<file path="src/rtl/rst_seq_ctrl.sv">
`timescale 1ns/1ps
`default_nettype none
// ============================================================================
//  Module      : rst_seq_ctrl
//  Description : Reset sequencing controller. Synchronizes deassertion of the
//                board-level active-low async reset, then releases the
//                per-domain synchronous resets one at a time, GAP_CYCLES
//                apart. Supports a software reset through a 4-phase req/ack
//                handshake.
//  Revision    : 1.0 - initial release
// ============================================================================
module rst_seq_ctrl #(
    parameter int NUM_DOMAINS = 4,
    parameter int GAP_CYCLES  = 8,
    parameter int SYNC_STAGES = 2,
    parameter int SOFT_HOLD   = 16
) (
    input  logic                   clk,
    input  logic                   reset,
    input  logic                   soft_rst_req_i,
    output logic                   soft_rst_ack_o,
    output logic [NUM_DOMAINS-1:0] domain_rst_o,
    output logic                   rst_done_o,
    output logic [1:0]             state_o
);

    localparam int GW = $clog2(GAP_CYCLES + 1);
    localparam int HW = $clog2(SOFT_HOLD + 1);
    localparam int IW = $clog2(NUM_DOMAINS + 1);

    localparam logic [GW-1:0] c_gap_last  = GW'(GAP_CYCLES - 1);
    localparam logic [HW-1:0] c_hold_last = HW'(SOFT_HOLD - 1);
    localparam logic [HW-1:0] c_hold_max  = HW'(SOFT_HOLD);
    localparam logic [IW-1:0] c_idx_last  = IW'(NUM_DOMAINS - 1);

    typedef enum logic [1:0] {
        S_HOLD    = 2'd0,
        S_RELEASE = 2'd1,
        S_DONE    = 2'd2,
        S_SOFT    = 2'd3
    } state_t;

    state_t                 r_state, w_state_nxt;
    logic [SYNC_STAGES-1:0] r_sync;
    logic [GW-1:0]          r_gap,   w_gap_nxt;
    logic [HW-1:0]          r_hold,  w_hold_nxt;
    logic [IW-1:0]          r_idx,   w_idx_nxt;
    logic [NUM_DOMAINS-1:0] r_dom,   w_dom_nxt;
    logic                   r_done,  w_done_nxt;
    logic                   r_ack,   w_ack_nxt;
    logic                   w_sync_out;
    logic                   w_hold_met;

    assign w_sync_out = r_sync[SYNC_STAGES-1];
    // The hold counter reaches SOFT_HOLD on the edge that leaves SOFT, so the
    // domains stay asserted for SOFT_HOLD full cycles in SOFT.
    assign w_hold_met = (r_hold >= c_hold_last);

    // Reset-deassertion synchronizer: asserts immediately, releases after
    // SYNC_STAGES clock edges.
    always_ff @(posedge clk or negedge reset) begin
        if (!reset) begin
            r_sync <= '0;
        end else begin
            r_sync <= {r_sync[SYNC_STAGES-2:0], 1'b1};
        end
    end

    // State and datapath registers; every output is taken from one of these.
    always_ff @(posedge clk or negedge reset) begin
        if (!reset) begin
            r_state <= S_HOLD;
            r_gap   <= '0;
            r_hold  <= '0;
            r_idx   <= '0;
            r_dom   <= '1;
            r_done  <= 1'b0;
            r_ack   <= 1'b0;
        end else begin
            r_state <= w_state_nxt;
            r_gap   <= w_gap_nxt;
            r_hold  <= w_hold_nxt;
            r_idx   <= w_idx_nxt;
            r_dom   <= w_dom_nxt;
            r_done  <= w_done_nxt;
            r_ack   <= w_ack_nxt;
        end
    end

    // Next-state and next-output logic for the sequencing FSM.
    always_comb begin
        w_state_nxt = r_state;
        w_gap_nxt   = r_gap;
        w_hold_nxt  = r_hold;
        w_idx_nxt   = r_idx;
        w_dom_nxt   = r_dom;
        w_done_nxt  = r_done;
        w_ack_nxt   = r_ack;

        case (r_state)
            S_HOLD: begin
                if (w_sync_out) begin
                    w_state_nxt = S_RELEASE;
                    w_gap_nxt   = '0;
                    w_idx_nxt   = '0;
                end
            end

            S_RELEASE: begin
                if (r_gap == c_gap_last) begin
                    // Domains release strictly in ascending index order.
                    for (int k = 0; k < NUM_DOMAINS; k++) begin
                        if (r_idx == IW'(k)) begin
                            w_dom_nxt[k] = 1'b0;
                        end
                    end
                    w_idx_nxt = r_idx + IW'(1);
                    w_gap_nxt = '0;
                    if (r_idx == c_idx_last) begin
                        w_state_nxt = S_DONE;
                        w_done_nxt  = 1'b1;
                    end
                end else begin
                    w_gap_nxt = r_gap + GW'(1);
                end
            end

            S_DONE: begin
                if (soft_rst_req_i) begin
                    w_state_nxt = S_SOFT;
                    w_dom_nxt   = '1;
                    w_done_nxt  = 1'b0;
                    w_ack_nxt   = 1'b1;
                    w_hold_nxt  = '0;
                end
            end

            S_SOFT: begin
                if (r_hold != c_hold_max) begin
                    w_hold_nxt = r_hold + HW'(1);
                end
                // Leave only once the minimum hold has elapsed and the
                // requester has dropped its request (4-phase completion).
                if (w_hold_met && !soft_rst_req_i) begin
                    w_state_nxt = S_RELEASE;
                    w_gap_nxt   = '0;
                    w_idx_nxt   = '0;
                    w_ack_nxt   = 1'b0;
                end
            end

            default: begin
                w_state_nxt = S_HOLD;
            end
        endcase
    end

    assign soft_rst_ack_o = r_ack;
    assign domain_rst_o   = r_dom;
    assign rst_done_o     = r_done;
    assign state_o        = r_state;

endmodule
`default_nettype wire

</file>
<file path="config.mk">
export PLATFORM = sky130hd
export DESIGN_NAME = rst_seq_ctrl
export DESIGN_NICKNAME = d
export VERILOG_FILES = /design/src/rtl/rst_seq_ctrl.sv
export SDC_FILE = /design/constraint.sdc
export NUM_CORES = 1
export LEC_CHECK = 0
export CAP_MARGIN = 30
export CORE_MARGIN = 8
export CORE_UTILIZATION = 60
export DETAILED_ROUTE_END_ITERATION = 6
export GPL_ROUTABILITY_DRIVEN = 1
export HOLD_SLACK_MARGIN = 0.15
export MAX_ROUTING_LAYER = met4
export PLACE_DENSITY = 0.82
export SYNTH_ARGS = -nofsm -noshare
export SYNTH_HDL_FRONTEND = slang
export SYNTH_SLANG_ARGS = --single-unit
</file>
<file path="constraint.sdc">
create_clock -name clk -period 3.6 [get_ports clk]
set_input_delay 0.36 -clock clk [delete_from_list [all_inputs] [get_ports clk]]
set_output_delay 0.36 -clock clk [all_outputs]
set_load 0.01 [all_outputs]
</file>
Word-level counts from Yosys, hierarchy flattened
Index checks and enable logic that the tools add are counted.
{"block": "totals", "register_bits": 22, "latch_bits": 0, "mem_bits_rw": 0, "rom_bits": 0, "inputBits": 3, "output_inout_bits": 8, "elab_cells": 79, "memories": 0}
{"block": "op_classes", "add_sub_neg": 3, "multipliers": 0, "div_mod_pow": 0, "n_lt_le_gt_ge": 1, "n_eq_ne": 17, "shift": 0, "mux": 31, "bitwise": 0, "n_reduce_logical": 16}
{"op": "two-way mux 4 bit", "count": 5}
{"op": "AND reduction 4 bit", "count": 5}
{"op": "inequality test 2 bit (second input constant)", "count": 9}
{"op": "case mux 4 bit (3 select lines)", "count": 1}
{"op": "two-way mux 2 bit", "count": 5}
{"op": "two-way mux 5 bit", "count": 2}
{"op": "case mux 5 bit (2 select lines)", "count": 1}
{"op": "two-way mux 1 bit", "count": 9}
{"op": "two-way mux 3 bit", "count": 3}
{"op": "case mux 3 bit (3 select lines)", "count": 1}
{"op": "AND reduction 3 bit", "count": 3}
{"op": "case mux 2 bit (4 select lines)", "count": 1}
{"op": "case mux 4 bit (2 select lines)", "count": 1}
{"op": "== test 3 x 2 -> 1 bit (second input constant)", "count": 2}
{"op": "adder 5 x 1 -> 5 bit (second input constant)", "count": 1}
{"op": ">= comparator 5 x 4 -> 1 bit (second input constant)", "count": 1}
{"op": "inequality test 5 bit (second input constant)", "count": 1}
{"op": "AND reduction 5 bit", "count": 1}
{"op": "adder 4 x 1 -> 4 bit (second input constant)", "count": 1}
{"op": "== test 2 bit (second input constant)", "count": 2}
{"op": "== test 4 x 3 -> 1 bit (second input constant)", "count": 1}
{"op": "case mux 1 bit (2 select lines)", "count": 2}
{"op": "nonzero test 2 bit", "count": 2}
{"op": "adder 3 x 1 -> 3 bit (second input constant)", "count": 1}
{"op": "7 further kinds", "count": 7}

Logic depth before layout (Yosys ltp)
{"block": "logic_depth", "depth_word": 4, "depth_mapped": 8, "depth_no_buf": 7}

Worst setup path before layout
Ideal clock, no wire load.
{"block": "synth_timing", "path_type": "register -> register", "startpoint": "register r_state[0], in the netlist state_o[0]", "endpoint": "register r_gap[3]", "setup_time_ns": 0.118, "arrival_time_ns": 1.860, "t_required_ns": 3.482, "path_slack_ns": 1.622, "path_stages_with_launch": 7, "n_path_buf": 1, "synth_period_minus_slack_ns": 1.978, "cell_sequence": "dfrtp_1 -> ha_1 -> clkbuf_1 -> and2_1 -> a2111o_1 -> a31o_2 -> a21o_1"}
{"block": "synth_between", "elab_chain_cells": 3, "word_cells_on_any_way": 8, "cone_classes": "eq/ne: 4; mux: 1; reduce/logical: 3"}
{"element": "start, declared", "line_no": "43", "text": "state_t r_state, w_state_nxt;"}
{"element": "start signal, assigned", "line_no": "80", "text": "r_state <= w_state_nxt;"}
{"element": "== test 2 bit (tied with other cells)", "line_no": "100", "text": "case (r_state)"}
{"element": "inequality test 2 bit (no source line) or nonzero test 3 bit (tied branches)"}
{"element": "AND reduction 3 bit (no source line)"}
{"element": "end signal, assigned", "line_no": "81", "text": "r_gap <= w_gap_nxt;"}
{"element": "end, declared", "line_no": "45", "text": "logic [GW-1:0] r_gap, w_gap_nxt;"}
Several ways; a longest one is shown, not always the timed one.
A chain may end at the register's enable or synchronous reset.

Worst setup path after layout
{"block": "layout_timing", "startpoint": "register r_state[0], in the netlist state_o[0]", "endpoint": "register r_hold[3]"}
{"block": "layout_between", "elab_chain_cells": 3, "word_cells_on_any_way": 7, "cone_classes": "eq/ne: 4; mux: 1; reduce/logical: 2"}
{"element": "== test 2 bit", "line_no": "100"}
{"element": "inequality test 2 bit (no source line) or nonzero test 2 bit (tied branches)"}
{"element": "AND reduction 3 bit (no source line)"}
{"element": "end signal, assigned", "line_no": "82", "text": "r_hold <= w_hold_nxt;"}
{"element": "end, declared", "line_no": "46", "text": "logic [HW-1:0] r_hold, w_hold_nxt;"}
Several ways; a longest one is shown, not always the timed one.

==> flow_results.xml <==
<?xml version="1.0" encoding="UTF-8"?>
<metrics>
  <group name="sta">
    <metric name="timing.final.max_slew_violations" unit="">0</metric>
    <metric name="period_share" unit="%">57.32</metric>
    <metric name="skew" unit="ps">0.9026</metric>
    <metric name="rsz0062_at_grt" unit="">false</metric>
    <metric name="setup_tns" unit="ps">0</metric>
    <metric name="maxClockFrequency" unit="MHz">484.6</metric>
    <metric name="hold_ws" unit="ps">349.0</metric>
    <metric name="timing.final.setup_violations" unit="">0</metric>
    <metric name="hold_viol" unit="">0</metric>
    <metric name="final_worst_path_period_need" unit="ps">2063</metric>
  </group>
  <group name="hold_path">
    <metric name="min-delay-path-class" unit="">in2async</metric>
  </group>
  <group name="critical_path">
    <metric name="destination_of_the_worst_register_to_register_timing_path" unit="">r_hold[3]</metric>
    <metric name="worstPathArrival" unit="ps">2320</metric>
    <metric name="critical_path.n_buffers_inverters" unit="">1</metric>
    <metric name="cp_slowest_cell" unit="">sky130_fd_sc_hd__or4b_1</metric>
    <metric name="worstReg2RegStart" unit="">state_o[0]</metric>
    <metric name="worst_ep_required_time" unit="ps">3850</metric>
    <metric name="max_stage_delay" unit="ps">490</metric>
    <metric name="critical_path_class" unit="">reg2reg</metric>
    <metric name="sort_of_element_at_the_end_of_the_critical_path" unit="">flop</metric>
    <metric name="critical-path-top-delay-family" unit="">simple AND/OR/NAND/NOR gates</metric>
    <metric name="crit_start" unit="">state_o[0]</metric>
    <metric name="r2r_cells" unit="">6</metric>
    <metric name="critical_path.cell_chain" unit="">inv_1, ha_1, nor2b_1, a211o_1, or4b_1, nand3_1</metric>
    <metric name="critical_path.startpoint_type" unit="">flop</metric>
    <metric name="worst-r2r-setup-slack" unit="ps">1540</metric>
    <metric name="critical_path.max_fanout" unit="">11</metric>
  </group>
  <group name="logic_synthesis">
    <metric name="yosysTopAreaCell" unit="">sky130_fd_sc_hd__dfrtp_1</metric>
    <metric name="synth_edf_count" unit="">0</metric>
    <metric name="postSynth.topFlopCell" unit="">sky130_fd_sc_hd__dfrtp_1</metric>
    <metric name="synthDistinctLibCells" unit="">36</metric>
    <metric name="synthesis.nets" unit="">144</metric>
    <metric name="synth_top_area_share" unit="%">35.16</metric>
    <metric name="postSynthRegisterBits" unit="">22</metric>
    <metric name="yosys_warnings" unit="">0</metric>
    <metric name="leading_cell_types_by_total_area_after_synthesis" unit="">sky130_fd_sc_hd__dfrtp_1 35%, sky130_fd_sc_hd__ha_1 14%, sky130_fd_sc_hd__dfstp_2 8.2%</metric>
    <metric name="ys_async_rst_share" unit="%">100.0</metric>
    <metric name="synth_area" unit="µm²">1281</metric>
    <metric name="mean_area_per_synthesized_cell" unit="µm²">10.09</metric>
    <metric name="synthesis.instances" unit="">127</metric>
    <metric name="synth-seq-area-share" unit="%">43.36</metric>
  </group>
  <group name="global_routing">
    <metric name="grt_antenna_before_repair" unit="">0</metric>
    <metric name="grt_pass1_vias" unit="">957</metric>
    <metric name="groute.usage.overall" unit="%">13.12</metric>
    <metric name="grt_max_degree" unit="">23</metric>
    <metric name="grt_overflow_total" unit="">0</metric>
    <metric name="grt_pass1_wl" unit="µm">4174</metric>
  </group>
  <group name="routing">
    <metric name="routedWlPerCell" unit="µm">14.08</metric>
    <metric name="antenna_left" unit="">0</metric>
    <metric name="average_via_count_per_standard_cell" unit="">5.594</metric>
    <metric name="route.vias.total" unit="">923</metric>
    <metric name="post-route-drc-count" unit="">0</metric>
    <metric name="dr.first_iter.drc_count" unit="">16</metric>
    <metric name="postRouteWirelength" unit="µm">2323</metric>
    <metric name="drt_first_pass_iters" unit="">4</metric>
  </group>
  <group name="clocking">
    <metric name="cts_inserted_buffers" unit="">3</metric>
    <metric name="clock_insertion_delay_worst_skew" unit="ps">310</metric>
    <metric name="tritoncts" unit="">built</metric>
    <metric name="ctsRootBufferMaster" unit="">sky130_fd_sc_hd__clkbuf_4</metric>
    <metric name="cts-hold-fix-buffers" unit="">0</metric>
    <metric name="quantity_of_gates_resized_following_cts" unit="">0</metric>
    <metric name="htree_levels" unit="">1</metric>
    <metric name="postCtsSetupBuffers" unit="">0</metric>
    <metric name="ctsLongestPathBuffers" unit="">2</metric>
    <metric name="clkSlewWorstSetupHoldPaths" unit="ps">120</metric>
    <metric name="clock_sink_total" unit="">22</metric>
  </group>
  <group name="floorplan">
    <metric name="die_area" unit="µm²">3870</metric>
    <metric name="initial_core_util" unit="%">64.65</metric>
    <metric name="floorplan.io_pins" unit="">11</metric>
    <metric name="placementRows" unit="">16</metric>
    <metric name="chipWidth" unit="µm">62.21</metric>
    <metric name="core" unit="µm²">1982</metric>
    <metric name="die_height" unit="µm">62.21</metric>
  </group>
  <group name="run">
    <metric name="cap_violations" unit="">0</metric>
  </group>
  <group name="finish">
    <metric name="most-common-layout-cells" unit="">18 x sky130_fd_sc_hd__dfrtp_1, 15 x sky130_fd_sc_hd__nand2_1, 14 x sky130_fd_sc_hd__ha_1</metric>
    <metric name="final_layout_size_suffix_gt1_share" unit="%">10.14</metric>
    <metric name="fin_nets" unit="">156</metric>
    <metric name="final.fill_count" unit="">140</metric>
    <metric name="num_antenna_cells" unit="">0</metric>
    <metric name="area.growth.synth_to_final" unit="%">12.60</metric>
    <metric name="layoutNonFillerInstCount" unit="">165</metric>
    <metric name="layout_commonest_cell" unit="">sky130_fd_sc_hd__dfrtp_1</metric>
    <metric name="finalCoreUtilization" unit="%">72.79</metric>
  </group>
  <group name="place">
    <metric name="numPortBuffers" unit="">10</metric>
    <metric name="place_inst" unit="">160</metric>
    <metric name="detailed_place_hpwl" unit="µm">1720</metric>
    <metric name="gp_routability_congestion" unit="">0.8534</metric>
  </group>
  <group name="power_and_ir_drop">
    <metric name="peakVddDrop" unit="mV">0.5525</metric>
    <metric name="total_power" unit="mW">1.176</metric>
    <metric name="power.density" unit="nW/µm²">815.0</metric>
    <metric name="leakagePower" unit="nW">0.6704</metric>
  </group>
  <group name="outcome">
    <metric name="status" unit="">finished, final reports clean</metric>
  </group>
</metrics>
[synth_stat cells (2+ instances only)]
cell type                   n
sky130_fd_sc_hd__dfrtp_1   18
sky130_fd_sc_hd__nand2_1   15
sky130_fd_sc_hd__ha_1      14
sky130_fd_sc_hd__inv_1      8
sky130_fd_sc_hd__a31oi_1    6
sky130_fd_sc_hd__nand3_1    6
sky130_fd_sc_hd__a21oi_1    5
sky130_fd_sc_hd__o21ai_0    5
sky130_fd_sc_hd__dfstp_2    4
sky130_fd_sc_hd__mux2i_1    4
sky130_fd_sc_hd__nor2b_1    4
sky130_fd_sc_hd__a21boi_0   3
sky130_fd_sc_hd__a21o_1     3
sky130_fd_sc_hd__mux2_2     3
sky130_fd_sc_hd__a211oi_1   2
sky130_fd_sc_hd__and2_1     2
sky130_fd_sc_hd__clkbuf_1   2
sky130_fd_sc_hd__nand2b_1   2
sky130_fd_sc_hd__nand3b_1   2
sky130_fd_sc_hd__nor3b_1    2
sky130_fd_sc_hd__o31ai_1    2
[per-layer routing]
metal	vias to the layer above	global-route usage, %	wire length (µm)
li1	474	-	-
met1	432	15.43	1132
met2	12	21.35	1078
met3	5	2.688	72
met4	0	5.248	40
met5	-	-	0
[flip-flops by register name, summed over array words and instances (netlist names)]
name and count:
r_hold 5, r_idx 3, domain_rst_o 4, state_o 2, r_sync 2, soft_rst_ack_o 1
rst_done_o 1, r_gap 4
[where the power goes]
part / switching, mW / internal (mW)
Clock: 0.0757 / 0.0618
Sequential: 0.0764 / 0.346
Combinational: 0.329 / 0.287
Total: 0.481 / 0.694
[worst max path at each step]
stage	endpoint	slack, ps	depth (start not counted)
after floorplan	r_gap[3]	1620	6
after CTS	r_hold[3]	1520	6
final	r_hold[3]	1540	6
after global placement	r_gap[3]	1520	5
after global routing	r_hold[3]	1380	6
after detailed placement	r_gap[3]	1490	5
[cell type report]
| class | instances | area, µm² | share of cell area (%) |
|---|---|---|---|
| multi-input cells | 92 | 668.1 | 46.31 |
| clock buffers | 4 | 36.28 | 2.515 |
| inverters | 9 | 33.78 | 2.342 |
| repair buffers | 11 | 115.1 | 7.979 |
| flip-flops and latches | 22 | 555.5 | 38.51 |
| well taps | 27 | 33.78 | 2.342 |
[per-stage QoR]
| step | cell area, µm² | setup slack (ps) |
|---|---|---|
| global placement | 1391 | 1522 |
| finish | 1443 | 1537 |
| detailed placement | 1391 | 1490 |
| floorplan | 1281 | 1622 |
| CTS | 1428 | 1524 |
| global route | 1443 | 1384 |
[kinds of logic after synthesis]
group,share of synthesized area (%)
buffers and inverters,4.492
adder cells (fa/ha/maj),13.67
multiplexers,5.762
AO/OA/AOI/OAI,14.94
other,0.2927
AND/OR/NAND/NOR,17.48
flip-flops,43.36
(Power assumes the default switching activity.)
